[src/rtl/cam_fb_writer.sv]
// Camera-side frame buffer writer: RGB565 byte stream in, one RGB444 write per pixel.
// Pixels land at y*H_PIX + x; anything outside the stored frame is dropped.
module cam_fb_writer #(
   parameter int H_PIX   = 320,
   parameter int V_LINES = 240,
   parameter int ADDR_W  = 17
) (
   input  logic              clk,
   input  logic              reset,
   input  logic              capture_en,
   input  logic              cam_vsync,
   input  logic              cam_href,
   input  logic [7:0]        cam_data,
   output logic              fb_we,
   output logic [ADDR_W-1:0] fb_wAddr,
   output logic [11:0]       fb_wdata,
   output logic              busy,
   output logic              frame_done,
   output logic              line_err
);

   localparam int XW = $clog2(H_PIX + 1);
   localparam int YW = $clog2(V_LINES + 1);
   localparam logic [XW-1:0]     X_LIM  = XW'(H_PIX);
   localparam logic [YW-1:0]     Y_LIM  = YW'(V_LINES);
   localparam logic [ADDR_W-1:0] L_STEP = ADDR_W'(H_PIX);

   typedef enum logic [1:0] {IDLE, ARM, FRAME} state_t;

   state_t state, state_nx;

   logic              vs_q, vs_q2;
   logic              hr_q, hr_q2;
   logic [7:0]        d_q;
   logic [6:0]        b0;
   logic              vs_rise, hr_fall;
   logic              phase;
   logic [XW-1:0]     x;
   logic [YW-1:0]     y;
   logic [ADDR_W-1:0] line_base;
   logic              pix_done, pix_keep;

   always_ff @(posedge clk or posedge reset) begin
      if (reset) begin
         vs_q  <= 1'b0;
         vs_q2 <= 1'b0;
         hr_q  <= 1'b0;
         hr_q2 <= 1'b0;
         d_q   <= '0;
      end else begin
         vs_q  <= cam_vsync;
         vs_q2 <= vs_q;
         hr_q  <= cam_href;
         hr_q2 <= hr_q;
         d_q   <= cam_data;
      end
   end

   assign vs_rise  = vs_q & ~vs_q2;
   assign hr_fall  = hr_q2 & ~hr_q;
   assign busy     = (state == FRAME);
   // a frame-ending vsync wins over a half-formed pixel
   assign pix_done = busy & ~vs_rise & hr_q & phase;
   assign pix_keep = pix_done & (x < X_LIM) & (y < Y_LIM);

   always_ff @(posedge clk or posedge reset) begin
      if (reset) state <= IDLE;
      else       state <= state_nx;
   end

   always_comb begin
      state_nx = state;
      case (state)
         IDLE:    if (capture_en) state_nx = ARM;
         ARM: begin
            if (!capture_en)  state_nx = IDLE;
            else if (vs_rise) state_nx = FRAME;
         end
         FRAME:   if (vs_rise && !capture_en) state_nx = IDLE;
         default: state_nx = IDLE;
      endcase
   end

   always_ff @(posedge clk or posedge reset) begin
      if (reset) begin
         fb_we      <= 1'b0;
         fb_wAddr   <= '0;
         fb_wdata   <= '0;
         frame_done <= 1'b0;
         line_err   <= 1'b0;
         b0         <= '0;
         phase      <= 1'b0;
         x          <= '0;
         y          <= '0;
         line_base  <= '0;
      end else begin
         fb_we      <= pix_keep;
         frame_done <= 1'b0;
         if (pix_keep) begin
            fb_wAddr <= line_base + ADDR_W'(x);
            fb_wdata <= {b0[6:3], b0[2:0], d_q[7], d_q[4:1]};
         end
         case (state)
            ARM: begin
               x         <= '0;
               y         <= '0;
               line_base <= '0;
               phase     <= 1'b0;
               line_err  <= 1'b0;
            end
            FRAME: begin
               if (vs_rise) begin
                  frame_done <= 1'b1;
                  x          <= '0;
                  y          <= '0;
                  line_base  <= '0;
                  phase      <= 1'b0;
               end else if (hr_q) begin
                  if (!phase) b0 <= {d_q[7:4], d_q[2:0]};
                  phase <= ~phase;
                  if (phase && x < X_LIM) x <= x + XW'(1);
               end else if (hr_fall) begin
                  if (phase) line_err <= 1'b1;
                  if (x != '0 && y < Y_LIM) begin
                     y         <= y + YW'(1);
                     line_base <= line_base + L_STEP;
                  end
                  x     <= '0;
                  phase <= 1'b0;
               end
            end
            default: ;
         endcase
      end
   end

endmodule

[config.mk]
export PLATFORM = sky130hd
export DESIGN_NAME = cam_fb_writer
export DESIGN_NICKNAME = d
export VERILOG_FILES = /design/src/rtl/cam_fb_writer.sv
export SDC_FILE = /design/constraint.sdc
export NUM_CORES = 1
export LEC_CHECK = 0
export CORE_MARGIN = 4
export CORE_UTILIZATION = 47
export CTS_CLUSTER_SIZE = 28
export DETAILED_ROUTE_END_ITERATION = 6
export PLACE_DENSITY = 0.79
export RECOVER_POWER = 100
export SYNTH_ARGS = -nofsm -noshare
export SYNTH_HDL_FRONTEND = slang
export SYNTH_SLANG_ARGS = --single-unit
[constraint.sdc]
create_clock -name clk -period 5.5 [get_ports clk]
set_input_delay 0.55 -clock clk [delete_from_list [all_inputs] [get_ports clk]]
set_output_delay 0.55 -clock clk [all_outputs]
set_load 0.03 [all_outputs]
==> impl_metrics.tcl, run 1 <==
set metrics [dict create \
    status "complete, but fails checks" \
    violations "capacitance limit, slew limit" \
    worst_pin_slew_ps 1950 \
    cts_max_path_buffers 2 \
    routedWlPerCell_um 15.7 \
    finalMaxSlewViolations 140 \
    nets 376 \
    leakagePower_nw 2.09 \
    netlist_area_um2 3790 \
    avgSynthCellArea_um2 12.3 \
    synth.distinct_cells 54 \
    drc 0 \
    diodes 0 \
    ys_ff_latch 82 \
    maxSlewHeadroom_pct -30.1 \
    crit_path_start "state[0]" \
    syn-instance-count 309 \
    gp_congestion 0.808 \
    reg2reg_slack_ps 2220 \
    routed_wl_um 7200 \
    area_delta_synth_final_pct 17.2 \
    holdBufCountCts 0 \
    dieArea_um2 9570 \
    rsz0062_at_grt "false" \
    postCtsSetupRepairBufs 0 \
    multi_input_area_um2 1590 \
    cp.required_ps 5730 \
    synth_edf_count 0 \
    cts-root-buf "clkbuf_8" \
    initial_core_util_pct 48.6 \
    critPathMaxFanout 30 \
    setup_tns_ps 0 \
    period_minus_slack_ps 3280 \
    die_w_um 97.8 \
    vias_per_cell 5.71 \
    grt_usage_pct 16.3 \
    fin_ws_ps 2220 \
    placed_cells 444 \
    hold_slack_ps 406 \
    ff2ff_path_depth 6 \
    fillerInstances 642 \
    end_kind "flip-flop" \
    drive_gt1_share_pct 18.4 \
    yosys_warnings 0 \
    antenna_left 0 \
    fmax_ghz 0.305 \
    syn_nets 332 \
    cts_tree "done" \
    grt_first_pass_wirelength_um 12800 \
    dr.pass1.iters 4 \
    ys_seq_area_share_pct 54.1 \
    endpoint "fb_wdata[11]" \
    clk_latency_ps 350 \
    ys_async_sr_fraction_pct 100 \
    cts_inserted_buffers 9 \
    die_y_um 97.8 \
    hpwl_um 5010 \
    place_ws_ps 2960 \
    stdcell_count 460 \
    worst_r2r_startpoint "state[0]" \
    grt_pass1_vias 2641 \
    core_um2 7810 \
    clk_pin_slew_ps 80 \
    maxCapViolCount 3 \
    hold_class "flip-flop to flip-flop" \
    cts_resized 0 \
    final_util_pct 57.0 \
    yosys-top-cells-area "dfrtp_1, mux2_2, ha_1" \
    critPathArrivalTime_ps 3510 \
    criticalPathCategory "flip-flop to flip-flop" \
    grt_max_degree 83 \
    start_kind "flip-flop" \
    vias 2627 \
    post-route-period-util_pct 59.6 \
    ys_dominant_reg_cell "dfrtp_1" \
    rows 32 \
    cts_sinks 82 \
    numPortBuffers 45 \
    setup_violations 0 \
    skew_ps 6.03 \
    synthTopCellsByCount "dfrtp_1, mux2_2, nand2_1, o31ai_1" \
    drt_iter0_markers 154 \
    ioPinCount 46 \
    ff_latch_area_um2 2050 \
    irDropWorstVdd_v 0.000192 \
    grt_remaining_overflow 0 \
    cts_max_level 3 \
    final_area_um2 4450 \
    totalPowerFinal_mw 1.32 \
    synth.most_common_cell "dfrtp_1" \
    hold_viol 0 \
    power_density_nw_per_um2 297 \
    place_area_um2 4280 \
    yosysTopAreaCell "dfrtp_1" \
    antenna_found_initial 0 \
    r2r_end "fb_wdata[11]" \
    synth_top_cell_area_share_pct 54.1 \
]
cell type report:
cell class,count,area share (%)
Clock inverter,5,1.24
Multi-Input combinational cell,204,35.7
Tap cell,102,2.87
Clock buffer,11,2.95
Timing Repair Buffer,47,10.3
Sequential cell,82,46.1
Inverter,9,0.788
power breakdown:
part           leakage, nW  total, mW  switching (mW)  internal, mW
registers             1.11      0.662          0.0194         0.643
logic                0.893      0.243           0.148        0.0950
clock network       0.0893      0.418           0.209         0.209
total                 2.09       1.32           0.376         0.946
state kept, by name, summed over array words and instances (netlist names), 2 cells and up:
name	flops
b0	7
d_q	8
fb_wAddr	17
fb_wdata	12
line_base	11
state	2
x	9
y	8
metal layers:
layer | global-route usage [%] | wire (um) | part of all wire, % | up-vias
li1 | - | - | - | 1254
met4 | 5.32 | 136 | 1.9 | 0
met1 | 21.1 | 3110 | 43 | 1300
met5 | 0 | 0 | 0 | -
met2 | 26.9 | 3640 | 50 | 61
met3 | 4.14 | 319 | 4.4 | 12
cell usage in the layout, fill, tap and decap left out, types with 4 or more instances in the layout:
master         count
inv_1              8
nand2_1           16
or4_2              5
nor2_1             8
nor3_1             7
o31ai_1           12
xor2_1             9
nand4_1           10
o211ai_1           8
a21oi_1            5
nor4_1             4
nand3_1           10
mux2i_1            6
mux2_2            37
ha_1              10
dfrtp_1           82
o21ai_0            9
clkbuf_8           9
dlygate4sd3_1     44
worst max-delay path, stage by stage, from the launching register on:
cell,delay (ps)
dfrtp_1,380
inv_1,100
ha_1,430
nand2_1,370
nor3b_4,250
clkbuf_1,1180
mux2_2,440
cells by family after synthesis:
family	after synthesis	share of synthesized area [%]
adder cells (fa/ha/maj)	10	3.30
XOR/XNOR	10	2.31
flip-flops	82	54.1
buffers and inverters	23	3.66
AND/OR/NAND/NOR	81	12.5
AO/OA/AOI/OAI	60	11.6
multiplexers	43	12.6
worst min-delay path by stage:
stage,from,endpoint,slack [ps],cells past startpoint
floorplan,hr_q,hr_q2,350,0
global placement,vs_q,vs_q2,380,0
detailed placement,vs_q,vs_q2,390,0
CTS,vs_q,vs_q2,410,0
global route,vs_q,vs_q2,440,0
finish,vs_q,vs_q2,410,0
Power figures use the tool's default switching activity.
==> inputs of run 2 (changes only) <==
clock period = 3.3 ns   (was 5.5 ns; I/O delays follow)
==> impl_metrics.tcl, run 2 (synthesis gave the netlist of run 1 again) <==
set metrics [dict create \
    final_cell_mix "dfrtp_1, dlygate4sd3_1, mux2_2" \
    nets 379 \
    grt_first_pass_wirelength_um 13100 \
    dr.pass1.iters 4 \
    gp_congestion 0.798 \
    period_minus_slack_ps 2710 \
    cts-root-buf "clkbuf_8" \
    hold_class "flip-flop to flip-flop" \
    clk_pin_slew_ps 80 \
    drc 0 \
    worst_pin_slew_ps 2120 \
    vias_per_cell 5.75 \
    antenna_found_initial 0 \
    final_util_pct 57.6 \
    grt_pass1_vias 2733 \
    start_kind "flip-flop" \
    reg2reg_slack_ps 590 \
    placed_cells 447 \
    initial_core_util_pct 48.6 \
    hold_slack_ps 397 \
    violations "capacitance limit, slew limit" \
    fin_ws_ps 593 \
    core_um2 7810 \
    totalPowerFinal_mw 2.27 \
    cp.required_ps 3530 \
    grt_max_degree 60 \
    routedWlPerCell_um 16.1 \
    final_area_um2 4500 \
    clk_latency_ps 350 \
    critPathArrivalTime_ps 2940 \
    routed_wl_um 7470 \
    critPathMaxFanout 30 \
    die_w_um 97.8 \
    leakagePower_nw 2.12 \
    min_from "vs_q" \
    status "complete, but fails checks" \
    post-route-period-util_pct 82.0 \
    grt_remaining_overflow 0 \
    drive_gt1_share_pct 19.4 \
    antenna_left 0 \
    place_ws_ps 870 \
    diodes 0 \
    min_delay_path_depth 0 \
    postCtsSetupRepairBufs 0 \
    top_regs "fb_wAddr x17, fb_wdata x12, line_base x11" \
    hold_viol 0 \
    dieArea_um2 9570 \
    holdBufCountCts 0 \
    top_register "fb_wAddr" \
    numPortBuffers 45 \
    skew_ps 11.4 \
    ff2ff_path_depth 6 \
    setup_tns_ps 0 \
    cts_max_level 3 \
    finalMaxSlewViolations 60 \
    stdcell_count 463 \
    criticalPathCategory "flip-flop to flip-flop" \
    layout_commonest_cell "dfrtp_1" \
    cts_resized 0 \
    vias 2662 \
    cts_tree "done" \
    rows 32 \
    irDropWorstVdd_v 0.000381 \
    end_kind "flip-flop" \
    grt_usage_pct 16.6 \
    r2r_end "fb_wAddr[7]" \
    worst_r2r_startpoint "state[0]" \
    area_delta_synth_final_pct 18.6 \
    cts_max_path_buffers 2 \
    hpwl_um 5240 \
    rsz0062_at_grt "false" \
    largest_reg_flops 17 \
    drt_iter0_markers 147 \
    maxCapViolCount 1 \
    ioPinCount 46 \
    cts_sinks 82 \
    fmax_ghz 0.369 \
    setup_violations 0 \
    place_area_um2 4310 \
    cts_inserted_buffers 9 \
    hold-path-endpoint "vs_q2" \
    power_density_nw_per_um2 505 \
    die_y_um 97.8 \
    maxSlewHeadroom_pct -41.2 \
]
-- run 2: critical path: stages, from the launching register on --
cell	delay (ps)
dfrtp_1	390
inv_1	100
ha_1	440
nand2_1	350
nor3b_4	240
clkbuf_2	640
mux2_2	410
-- run 2: area by class of cell --
class	instances	area, um^2
Fill cell	639	3310
Sequential cell	82	2050
Clock inverter	5	62.6
Multi-Input combinational cell	204	1600
Inverter	9	33.8
Tap cell	102	128
Timing Repair Buffer	50	479
Clock buffer	11	141
-- run 2: worst max path at each step --
stage,cells past startpoint,end,startpoint
final,6,fb_wAddr[7],state[0]
after global routing,6,fb_wAddr[7],state[0]
after CTS,6,fb_wAddr[7],state[0]
after detailed placement,6,fb_wAddr[14],state[0]
after global placement,6,fb_wAddr[16],state[0]
after floorplan,1,b0[0],reset
-- run 2: layer usage --
layer  vias to the layer above  global-route usage (%)  routed length, um
li1                       1247                       -                  -
met1                      1363                    20.9               3310
met2                        43                    27.8               3850
met3                         9                    4.36                224
met4                         0                    5.32                 91
met5                         -                       0                  0
-- run 2: power by group --
| group | internal (mW) | switching [mW] |
|---|---|---|
| Clock | 0.374 | 0.368 |
| Sequential | 1.07 | 0.0327 |
| Combinational | 0.168 | 0.258 |
| Total | 1.61 | 0.658 |
==> inputs of run 3 (changes only) <==
clock period = 2.55 ns   (was 3.3 ns; I/O delays follow)
==> impl_metrics.tcl, run 3 (synthesis gave the netlist of run 1 again) <==
set metrics [dict create \
    die_w_um 97.8 \
    critPathMaxFanout 25 \
    reg2reg_slack_ps 310 \
    status "complete, no violations" \
    seqPwrFrac_pct 49.1 \
    worst_path_largest_cell_delay_ps 550 \
    holdBufCountCts 0 \
    largest_reg_flops 17 \
    finalMaxSlewViolations 0 \
    top_register "fb_wAddr" \
    drive_gt1_share_pct 19.8 \
    numPortBuffers 45 \
    final_cell_mix "dfrtp_1, dlygate4sd3_1, mux2_2" \
    setup_tns_ps 0 \
    min_from "vs_q" \
    grt_pass1_vias 2713 \
    crit_path_start "x[0]" \
    cts_tree "done" \
    end_kind "flip-flop" \
    r2r_end "line_base[6]" \
    dieArea_um2 9570 \
    cp_slowest_cell "o211ai_4" \
    crit_family "simple AND/OR/NAND/NOR gates" \
    grt_first_pass_wirelength_um 13000 \
    setup_violations 0 \
    grt_max_degree 37 \
    p_sw_mw 0.849 \
    cts_sinks 82 \
    critPathArrivalTime_ps 2460 \
    top_regs "fb_wAddr x17, fb_wdata x12, line_base x11" \
    cts-root-buf "clkbuf_8" \
    power_frac_comb_pct 19.3 \
    core_um2 7810 \
    fmax_ghz 0.447 \
    start_kind "flip-flop" \
    clk_pin_slew_ps 80 \
    maxCapViolCount 0 \
    postCtsSetupRepairBufs 0 \
    rows 32 \
    diodes 0 \
    criticalPathCategory "flip-flop to flip-flop" \
    leakagePower_nw 2.12 \
    hold_viol 0 \
    drt_iter0_markers 116 \
    totalPowerFinal_mw 2.92 \
    critPathBufInv 1 \
    vias 2611 \
    rsz0062_at_grt "false" \
    period_minus_slack_ps 2240 \
    initial_core_util_pct 48.6 \
    vias_per_cell 5.60 \
    cp.required_ps 2770 \
    grt_remaining_overflow 0 \
    gp_congestion 0.834 \
    endpoint "line_base[6]" \
    cts_max_level 3 \
    hold_slack_ps 408 \
    grt_usage_pct 16.7 \
    cts_inserted_buffers 9 \
    cts_max_path_buffers 2 \
    hold_class "flip-flop to flip-flop" \
    area_delta_synth_final_pct 18.9 \
    worst_r2r_startpoint "x[0]" \
    switching_share_pct 29.1 \
    fillerInstances 641 \
    routedWlPerCell_um 16.1 \
    die_y_um 97.8 \
    ff2ff_path_depth 6 \
    worst_pin_slew_ps 1290 \
    hpwl_um 5230 \
    path_depth 6 \
    maxSlewHeadroom_pct 13.7 \
    clk_latency_ps 350 \
    post-route-period-util_pct 87.7 \
    layout_commonest_cell "dfrtp_1" \
    final_util_pct 57.8 \
    power_density_nw_per_um2 647 \
    clkPwrFrac_pct 31.6 \
    ioPinCount 46 \
    skew_ps 13.0 \
    p_int_mw 2.07 \
    crit_chain "inv_1 -> ha_1 -> or4b_1 -> o211ai_4 -> or2_2 -> o21ai_0" \
    antenna_found_initial 0 \
    routed_wl_um 7530 \
    cts_resized 0 \
    irDropWorstVdd_v 0.000393 \
    nets 382 \
    antenna_left 0 \
    drc 0 \
    dr.pass1.iters 5 \
    fin_ws_ps 313 \
    place_ws_ps 337 \
]
[run 3: cell count changes in the layout (fill, tap and decap cells not counted), sizes merged]
cell / delta
clkinvlp: +1
inv: -1
clkbuf: +1
buf: +2
[run 3: how the worst min path moves through the flow]
stage | to | slack [ps] | cells past startpoint
finish | vs_q2 | 410 | 0
global route | vs_q | 420 | 1
CTS | fb_wdata[1] | 250 | 2
detailed placement | vs_q2 | 390 | 0
global placement | vs_q2 | 380 | 0
floorplan | d_q[0] | 290 | 0
[run 3: metal layers]
layer / global-route usage, % / up-vias / share of wire, %
met5: 0 / - / 0
met4: 5.22 / 0 / 0.86
met3: 5.14 / 11 / 4.1
met2: 28.0 / 54 / 51
met1: 20.8 / 1287 / 44
li1: - / 1259 / -
[run 3: power groups by stage]
| stage | clock [mW] | sequential, mW | combinational (mW) |
|---|---|---|---|
| 6_report | 0.921 | 1.43 | 0.563 |
| 5_1_grt | 1.02 | 1.44 | 0.614 |
| 4_1_cts | 0.948 | 1.43 | 0.589 |
| 3_5_place_dp | 0 | 1.45 | 0.577 |
| 3_3_place_gp | 0 | 1.45 | 0.558 |
| 2_1_floorplan | 0 | 1.46 | 0.387 |
[run 3: cell type report]
cell class | count | area (um^2) | share of cell area, %
multi-input cells | 204 | 1590 | 35.3
inverters | 9 | 35.0 | 0.777
clock inverters | 5 | 62.6 | 1.39
repair buffers | 53 | 510 | 11.3
clock buffers | 11 | 131 | 2.91
flip-flops and latches | 82 | 2050 | 45.5
well taps | 102 | 128 | 2.83
[run 3: metrics by stage]
stage	area, um^2	instances
floorplan	3790	309
global placement	4350	450
detailed placement	4350	450
CTS	4550	466
global route	4510	466
finish	4510	466
